File: config.mk
export PLATFORM = sky130hd
export DESIGN_NAME = calc_entry_ctrl
export DESIGN_NICKNAME = d
export VERILOG_FILES = /design/src/rtl/calc_pkg.sv /design/src/rtl/btn_lockout.sv /design/src/rtl/calc_entry_ctrl.sv
export SDC_FILE = /design/constraint.sdc
export NUM_CORES = 1
export LEC_CHECK = 0
export ABC_AREA = 1
export CAP_MARGIN = 0
export CORE_MARGIN = 5
export CORE_UTILIZATION = 30
export DETAILED_ROUTE_END_ITERATION = 12
export PLACE_DENSITY_LB_ADDON = 0.25
export RECOVER_POWER = 50
export SETUP_SLACK_MARGIN = 0.4
export SLEW_MARGIN = 25
export SYNTH_ARGS = -nofsm -noshare
export SYNTH_HDL_FRONTEND = slang
export SYNTH_SLANG_ARGS = --single-unit
File: constraint.sdc
create_clock -name clk -period 2.98 [get_ports clk]
set_clock_uncertainty 0.1 [all_clocks]
set_input_delay 0.298 -clock clk [delete_from_list [all_inputs] [get_ports clk]]
set_output_delay 0.298 -clock clk [all_outputs]
set_load 0.02 [all_outputs]
File: src/rtl/calc_pkg.sv
// rtl/calc_pkg.sv - shared types and button indices for the calculator entry controller
package calc_pkg;

   typedef enum logic [2:0] {
      S_A    = 3'd0,
      S_OP   = 3'd1,
      S_B    = 3'd2,
      S_CALC = 3'd3,
      S_SHOW = 3'd4
   } state_t;

   typedef enum logic [1:0] {
      OP_ADD = 2'd0,
      OP_SUB = 2'd1,
      OP_MUL = 2'd2,
      OP_DIV = 2'd3
   } op_t;

   localparam int BTN_ENTER = 0;
   localparam int BTN_NEXT  = 1;
   localparam int BTN_PREV  = 2;
   localparam int BTN_CLEAR = 3;
   localparam int N_BTN     = 4;

endpackage

File: src/rtl/btn_lockout.sv
// rtl/btn_lockout.sv - button synchroniser, rising-edge detect and hold-off lockout
// Ports:
//   clk, rst : system clock, synchronous active-high reset
//   raw      : asynchronous button level
//   evt      : one-cycle pulse for each accepted rising edge
module btn_lockout #(
   parameter int LOCKOUT_CYC = 1000000
) (
   input  logic clk,
   input  logic rst,
   input  logic raw,
   output logic evt
);

   localparam int CW = $clog2(LOCKOUT_CYC + 1);
   localparam logic [CW-1:0] LOAD = CW'(LOCKOUT_CYC);

   logic          sync1;
   logic          sync2;
   logic          prev;
   logic [CW-1:0] cnt;
   logic          rise;

   assign rise = sync2 & ~prev;
   // Edges seen while the counter is running are bounce and are discarded.
   assign evt  = rise & (cnt == '0);

   always_ff @(posedge clk) begin
      if (rst) begin
         sync1 <= 1'b0;
         sync2 <= 1'b0;
         prev  <= 1'b0;
         cnt   <= '0;
      end else begin
         sync1 <= raw;
         sync2 <= sync1;
         prev  <= sync2;
         if (evt)
            cnt <= LOAD;
         else if (cnt != '0)
            cnt <= cnt - 1'b1;
      end
   end

endmodule

File: src/rtl/calc_entry_ctrl.sv
// rtl/calc_entry_ctrl.sv - operand/operator entry sequencer with ALU start/done handshake
// Ports:
//   clk, rst             : system clock, synchronous active-high reset
//   btn_raw[3:0]         : enter, op_next, op_prev, clear (raw levels)
//   sw[W-1:0]            : operand switches
//   alu_done, alu_result : ALU completion pulse and its result
//   op_a, op_b, op_sel   : latched operands and operator
//   alu_start            : one-cycle ALU request
//   result, result_valid : latched result, high while showing it
//   err                  : divide-by-zero flag while showing
//   state_o              : current state encoding
module calc_entry_ctrl
   import calc_pkg::*;
#(
   parameter int W           = 8,
   parameter int LOCKOUT_CYC = 1000000
) (
   input  logic           clk,
   input  logic           rst,
   input  logic [3:0]     btn_raw,
   input  logic [W-1:0]   sw,
   input  logic           alu_done,
   input  logic [2*W-1:0] alu_result,
   output logic [W-1:0]   op_a,
   output logic [W-1:0]   op_b,
   output logic [1:0]     op_sel,
   output logic           alu_start,
   output logic [2*W-1:0] result,
   output logic           result_valid,
   output logic           err,
   output logic [2:0]     state_o
);

   logic [N_BTN-1:0] evt;

   for (genvar i = 0; i < N_BTN; i++) begin : g_btn
      btn_lockout #(.LOCKOUT_CYC(LOCKOUT_CYC)) u_btn (
         .clk (clk),
         .rst (rst),
         .raw (btn_raw[i]),
         .evt (evt[i])
      );
   end

   // Fixed priority clear > enter > op_next > op_prev; losers are simply dropped.
   logic ev_clear, ev_enter, ev_next, ev_prev;
   assign ev_clear = evt[BTN_CLEAR];
   assign ev_enter = evt[BTN_ENTER] & ~ev_clear;
   assign ev_next  = evt[BTN_NEXT]  & ~ev_clear & ~evt[BTN_ENTER];
   assign ev_prev  = evt[BTN_PREV]  & ~ev_clear & ~evt[BTN_ENTER] & ~evt[BTN_NEXT];

   state_t         state, state_n;
   op_t            sel, sel_n;
   logic [W-1:0]   a_n, b_n;
   logic [2*W-1:0] res_n;
   logic           err_n, start_n;

   always_ff @(posedge clk) begin
      if (rst) begin
         state     <= S_A;
         op_a      <= '0;
         op_b      <= '0;
         sel       <= OP_ADD;
         result    <= '0;
         err       <= 1'b0;
         alu_start <= 1'b0;
      end else begin
         state     <= state_n;
         op_a      <= a_n;
         op_b      <= b_n;
         sel       <= sel_n;
         result    <= res_n;
         err       <= err_n;
         alu_start <= start_n;
      end
   end

   always_comb begin
      state_n = state;
      a_n     = op_a;
      b_n     = op_b;
      sel_n   = sel;
      res_n   = result;
      err_n   = err;
      start_n = 1'b0;
      if (ev_clear) begin
         // Leaving S_CALC here means any late alu_done lands outside S_CALC.
         state_n = S_A;
         a_n     = '0;
         b_n     = '0;
         sel_n   = OP_ADD;
         res_n   = '0;
         err_n   = 1'b0;
      end else begin
         case (state)
            S_A: begin
               if (ev_enter) begin
                  a_n     = sw;
                  state_n = S_OP;
               end
            end
            S_OP: begin
               if (ev_enter)
                  state_n = S_B;
               else if (ev_next)
                  sel_n = op_t'(sel + 2'd1);
               else if (ev_prev)
                  sel_n = op_t'(sel - 2'd1);
            end
            S_B: begin
               if (ev_enter) begin
                  b_n = sw;
                  if (sel == OP_DIV && sw == '0) begin
                     res_n   = '0;
                     err_n   = 1'b1;
                     state_n = S_SHOW;
                  end else begin
                     // Registered, so the pulse covers the first S_CALC cycle.
                     start_n = 1'b1;
                     state_n = S_CALC;
                  end
               end
            end
            S_CALC: begin
               if (alu_done) begin
                  res_n   = alu_result;
                  err_n   = 1'b0;
                  state_n = S_SHOW;
               end
            end
            S_SHOW: begin
               if (ev_enter) begin
                  err_n   = 1'b0;
                  state_n = S_A;
               end
            end
            default: state_n = S_A;
         endcase
      end
   end

   assign op_sel       = sel;
   assign result_valid = (state == S_SHOW);
   assign state_o      = state;

endmodule

==> reports/metrics.cfg, run 1 <==
[detailed_routing]
firstDrtPassIters = 4
routedWlPerCell_um = 12.2
vias = 6043
wl_um = 16500
drt_iter0_drc = 339
ant_nets = 0
drc = 0
vias_per_cell = 4.50

[clock_tree]
cts_buffers = 17
cts_buffer_depth = 2
htree_num_levels = 4
cts_tree = built
cts_setup_buffers = 0
clock-sinks = 131
clkSlewWorstSetupHoldPaths_ns = 0.06
clk_latency_ns = 0.41
cts_root_buf = clkbuf_16

[worst_setup_path]
cpPeakStageDelay_ns = 0.43
crit_fanout = 11
crit_chain = inv_1 -> ha_1 -> nand2_1 -> nor2_1 -> nand3_1 -> clkbuf_1 -> nand4_1 -> nor2_1 -> nand2_1 -> nand2_1 -> nor2_1
required_ns = 3.18
cp_top_family = simple AND/OR/NAND/NOR gates
worstSetupEndpointType = register
critPathBufInv = 2
arrival_ns = 2.74
start_kind = register
critical_path_class = register to register
crit_slowest_cell = clkbuf_1

[global_routing]
antenna_found_initial = 0
met2_usage_pct = 21.8
grt_pass1_wl_um = 28100
globalRouteTotalUtil_pct = 13.2
met1_usage_pct = 17.1
met3_usage_pct = 3.11
grt_max_degree = 40
grt_pass1_vias = 5711
overflow = 0
top_usage_layer = met2

[die]
die_w_um = 159
core_um2 = 21900
num_rows = 54
io_pins = 71
start_util_pct = 30.5
die_h_um = 159
dieArea_um2 = 25300

[yosys]
synth-seq-cells = 131
netlist_area_um2 = 6670
synthCells = 982
ys_warn_count = 0
synth_ff_type = dfxtp_1
syn_avg_cell_area_um2 = 6.79
seq_area_frac_synth_pct = 39.3
synthArstFlopShare_pct = 0
synth_enable_flop_cells = 0
synth.distinct_cells = 45
synth_nets = 1019

[pwr]
power.ir.vdd_worst_uv = 331
p_per_area_nw_per_um2 = 1030
leakagePower_uw = 0.00372

[layout]
nets = 1089
fill_cells = 2405
area_growth_pct = 21.1
utilization_pct = 36.9
drive_gt1_share_pct = 7.05
antenna_cells = 0

[timing]
hold_viol_final = 0
fin_crit_ns = 2.54
drv_slew = 0
holdWs_ns = 0.297
max_freq_mhz = 394
relSlewSlack_pct = 10.6
rsz0062_at_grt = false
period_share_pct = 85.2
tns_ns = 0
setup_viol_count_final = 0
worst_slew_pin_slew_ns = 1.34

[flow_run]
maxCapViolCount = 0

[run_status]
status = finished clean

[placement]
port_buffers = 70
hpwl_um = 12100
place.gp.congestion = 0.833

[min_path]
hold_class = register to register

[metrics by stage]
step / power, µW / worst slack, ns / cells / cell area (µm²)
final: 8350 / 0.441 / 1344 / 8080
after detailed placement: 6590 / 0.525 / 1313 / 7590
after global routing: 9170 / 0.270 / 1344 / 8080
after CTS: 8500 / 0.500 / 1344 / 8110
after global placement: 6590 / 0.581 / 1313 / 7590
after floorplan: 5730 / 1.09 / 982 / 6670
[synthesized netlist by cell type, types with 7 or more instances]
| cell | n | area, µm² |
|---|---|---|
| a21oi_1 | 70 | 350 |
| dfxtp_1 | 131 | 2620 |
| inv_1 | 82 | 308 |
| inv_2 | 7 | 26.3 |
| nand2_1 | 235 | 882 |
| nand3_1 | 51 | 255 |
| nand4_1 | 20 | 125 |
| nor2_1 | 220 | 826 |
| nor2_2 | 12 | 75.1 |
| nor2_4 | 7 | 78.8 |
| nor3_1 | 19 | 95.1 |
| o21ai_0 | 12 | 60.1 |
| xnor2_1 | 17 | 149 |
| xor2_1 | 19 | 166 |
[flip-flops by register name, indices dropped and copies added (netlist names)]
name	flops
op_a	8
alu_start	1
op_b	8
err	1
op_sel	2
result	16
state_o	3
g_btn.u_btn.prev	4
g_btn.u_btn.sync2	4
g_btn.u_btn.sync1	4
g_btn.u_btn.cnt	80
[report_power, final]
| group | total (µW) | internal (µW) | switching (µW) |
|---|---|---|---|
| logic | 3940 | 1440 | 2500 |
| registers | 2560 | 2190 | 369 |
| clock network | 1850 | 1120 | 730 |
[cells in the final DEF, fill, tap and decap left out, types with 7 or more instances in the layout]
| cell | synthesis | layout |
|---|---|---|
| nand2_1 | 235 | 236 |
| nor2_2 | 12 | 11 |
| o21ai_0 | 12 | 12 |
| a21oi_1 | 70 | 70 |
| clkdlybuf4s50_1 | 0 | 30 |
| nand4_1 | 20 | 20 |
| clkbuf_16 | 0 | 17 |
| dfxtp_1 | 131 | 131 |
| nor3_1 | 19 | 19 |
| xor2_1 | 19 | 19 |
| nor2_1 | 220 | 223 |
| nand3_1 | 51 | 53 |
| xnor2_1 | 17 | 17 |
| clkbuf_1 | 5 | 7 |
| inv_1 | 82 | 82 |
| dlygate4sd3_1 | 0 | 40 |
[cell families (layout without fill, tap and decap cells)]
kind of cell / count (synthesis) / in the layout / synth area share (%)
buffers and inverters: 115 / 197 / 7.63
adder cells (fa/ha/maj): 6 / 6 / 1.13
flip-flops: 131 / 131 / 39.3
XOR/XNOR: 36 / 36 / 4.73
AO/OA/AOI/OAI: 90 / 90 / 6.92
AND/OR/NAND/NOR: 604 / 604 / 40.3
[routing by layer]
metal / part of all wire, % / up-vias / wire [µm]
li1: - / 3256 / -
met1: 48 / 2686 / 7910
met2: 48 / 77 / 7820
met3: 2.7 / 24 / 446
met4: 1.7 / 0 / 276
met5: 0 / - / 0
[worst paths after layout]
check | slack (ns) | from | depth (start not counted) | endpoint
setup / recovery | 0.44 | g_btn[1].u_btn.cnt[0] | 11 | g_btn[1].u_btn.cnt[19]
hold / removal | 0.30 | g_btn[3].u_btn.sync1 | 2 | g_btn[3].u_btn.sync2
setup reg to reg | 0.44 | g_btn[1].u_btn.cnt[0] | 11 | g_btn[1].u_btn.cnt[19]
hold reg to reg | 0.30 | g_btn[3].u_btn.sync1 | 2 | g_btn[3].u_btn.sync2
[tightest hold or removal path, stage by stage (launching register included)]
cell and delay, ns:
dfxtp_1 0.29, inv_1 0.04, nor2_1 0.03
[what timing repair did]
action                     CTS  global route
hold buffers                 0             0
setup endpoints to repair    0            39
gates resized for setup      0             3
[cell type report]
cell class / instances / area, µm² / area share, %
Clock buffer: 25 / 485 / 6.01
Clock inverter: 6 / 30.0 / 0.372
Inverter: 91 / 347 / 4.29
Multi-Input combinational cell: 736 / 3510 / 43.5
Sequential cell: 131 / 2620 / 32.5
Tap cell: 280 / 350 / 4.34
Timing Repair Buffer: 75 / 731 / 9.05
Power figures use the tool's default switching activity.
==> run 2: changes to the inputs <==
- CAP_MARGIN: 0 -> 20
- CTS_CLUSTER_DIAMETER: not set -> 120
==> results of run 2 <==
The final DEF is identical to that of run 1; final timing and power are the same.
==> run 3: changes to the inputs <==
- PLACE_DENSITY_LB_ADDON: 0.25 -> not set
==> reports/metrics.cfg, run 3 (synthesis results as in run 1) <==
[clock_tree]
cts_root_buf = clkbuf_16
clock-sinks = 131  ; unchanged
postCtsHoldBufs = 0  ; unchanged
cts_buffer_depth = 2  ; unchanged
cts_buffers = 17  ; unchanged
clk_latency_ns = 0.41  ; about the same
clkSlewWorstSetupHoldPaths_ns = 0.06  ; about the same
cts_setup_buffers = 0  ; unchanged
cts_tree = built
htree_num_levels = 4  ; unchanged

[layout]
reg_top3 = g_btn.u_btn.cnt x80, result x16
regArea_um2 = 2620  ; unchanged
drive_gt1_share_pct = 7.70  ; +0.65 points
antenna_cells = 0  ; unchanged
multi_input_area_um2 = 3520  ; +0.14%
layout.cells.most_common = nand2_1
most-common-layout-cells = nand2_1 (237), nor2_1 (222), dfxtp_1 (131)
largest_reg_flops = 80  ; unchanged
fill_cells = 2352  ; -2.2%
largest-register = g_btn.u_btn.cnt
nets = 1089  ; unchanged
area_growth_pct = 22.6
utilization_pct = 37.4  ; +0.46 points

[worst_setup_path]
r2r_start = g_btn[3].u_btn.cnt[0]
start_kind = register
cpPeakStageDelay_ns = 0.47  ; +0.04 ns
cp_top_family = simple AND/OR/NAND/NOR gates
crit_chain = inv_1 -> ha_1 -> nand2_1 -> nor2_4 -> nand4_4 -> nand2_1 -> inv_4 -> nand2_1 -> nor2_2
required_ns = 3.18  ; about the same
arrival_ns = 2.72  ; -0.02 ns
crit_top_cell = nand2_1
worstSetupEndpointType = register
crit_start = g_btn[3].u_btn.cnt[0]
crit_fanout = 39  ; +28
critPathBufInv = 2  ; unchanged
critical_path_class = register to register
crit_slowest_cell = nand2_1

[detailed_routing]
firstDrtPassIters = 5  ; +1
drc = 0  ; unchanged
wl_um = 16000  ; -2.8%
ant_nets = 0  ; unchanged
vias = 6117  ; +1.2%
routedWlPerCell_um = 11.9  ; -2.8%
drt_iter0_drc = 291  ; -14%
vias_per_cell = 4.55  ; +1.1%

[die]
core_um2 = 21900  ; unchanged
num_rows = 54  ; unchanged
dieArea_um2 = 25300  ; unchanged
start_util_pct = 30.5  ; unchanged
die_w_um = 159  ; unchanged
die_h_um = 159  ; unchanged
io_pins = 71  ; unchanged

[global_routing]
grt_pass1_vias = 5626  ; -1.5%
grt_max_degree = 40  ; unchanged
overflow = 0  ; unchanged
antenna_found_initial = 0  ; unchanged
globalRouteTotalUtil_pct = 12.6  ; -0.59 points
grt_pass1_wl_um = 27000  ; -4.0%

[timing]
rsz0062_at_grt = false
timing.final.ws_setup_ns = 0.460  ; +0.0194 ns
relSlewSlack_pct = 8.56  ; -2.0 points
hold_viol_final = 0  ; unchanged
holdWs_ns = 0.298  ; +0.000140 ns
period_share_pct = 84.6  ; -0.65 points
drv_slew = 0  ; unchanged
worst_slew_pin_slew_ns = 1.37  ; +0.0304 ns
tns_ns = 0  ; unchanged
setup_viol_count_final = 0  ; unchanged
fin_crit_ns = 2.52  ; -0.0194 ns
max_freq_mhz = 397  ; +0.77%

[pwr]
leakagePower_uw = 0.00375  ; +0.93%
p_seq_share_pct = 29.7  ; -1.0 points
internal-power_uw = 5000  ; +5.2%
switching_share_pct = 42.4  ; -0.71 points
power.net_switching_uw = 3680  ; +2.2%
power.ir.vdd_worst_uv = 428  ; +29%
comb_power_share_pct = 45.6  ; -1.6 points
p_per_area_nw_per_um2 = 1060  ; +2.7%
clkPwrFrac_pct = 24.7  ; +2.6 points

[flow_run]
maxCapViolCount = 0  ; unchanged

[min_path]
min_from = g_btn[2].u_btn.sync1
hold_class = register to register

[run_status]
status = finished clean

[placement]
place.gp.congestion = 0.876  ; +5.2%
hpwl_um = 11700  ; -2.9%
port_buffers = 70  ; unchanged
place_worst_setup_slack_ns = 0.498  ; -0.0278 ns

[run 3: area by class of cell]
| class | count | share of cell area, % |
|---|---|---|
| multi-input cells | 736 | 43.0 |
| flip-flops and latches | 131 | 32.1 |
| repair buffers | 75 | 8.94 |
| clock buffers | 19 | 5.54 |
| well taps | 280 | 4.28 |
| inverters | 91 | 4.24 |
| clock inverters | 13 | 1.94 |
[run 3: what timing repair did]
action,4_1_cts,5_1_grt
gates resized for setup,0,3
setup endpoints to repair,0,39
endpoints found under the hold margin,0,0
[run 3: worst reg2reg max path, cell delays in order, from the launching register on]
cell     delay, ns
dfxtp_1       0.33
inv_1         0.11
ha_1          0.28
nand2_1       0.21
nor2_4        0.19
nand4_4       0.21
nand2_1       0.47
inv_4         0.30
nand2_1       0.18
nor2_2        0.04
[run 3: path summary, 6_finish.rpt]
path / end / depth (start not counted) / slack (ns)
worst min register to register: g_btn[2].u_btn.sync2 / 2 / 0.30
worst max-delay path: op_a[2] / 9 / 0.46
worst min-delay path: g_btn[2].u_btn.sync2 / 2 / 0.30
worst max register to register: op_a[2] / 9 / 0.46
[run 3: power by group through the flow]
stage	sequential [µW]	clock, µW	combinational (µW)
global placement	2600	0	3940
finish	2580	2140	3960
detailed placement	2600	0	3970
CTS	2570	2210	4000
floorplan	2540	0	3190
global route	2640	2290	4520
[run 3: metrics by stage]
step	instances	total power, µW	area, µm²
4_1_cts	1345	8780	8210
3_3_place_gp	1313	6550	7590
5_1_grt	1345	9450	8180
3_5_place_dp	1313	6570	7590
2_1_floorplan	982	5730	6670
6_report	1345	8680	8180
[run 3: layer usage]
| layer | GRT usage, % | part of all wire [%] | wire (µm) | vias up |
|---|---|---|---|---|
| li1 | - | - | - | 3251 |
| met1 | 15.6 | 46 | 7350 | 2770 |
| met2 | 21.2 | 49 | 7880 | 75 |
| met3 | 3.11 | 2.8 | 447 | 21 |
| met4 | 4.65 | 2.0 | 318 | 0 |
| met5 | 0 | 0 | 0 | - |
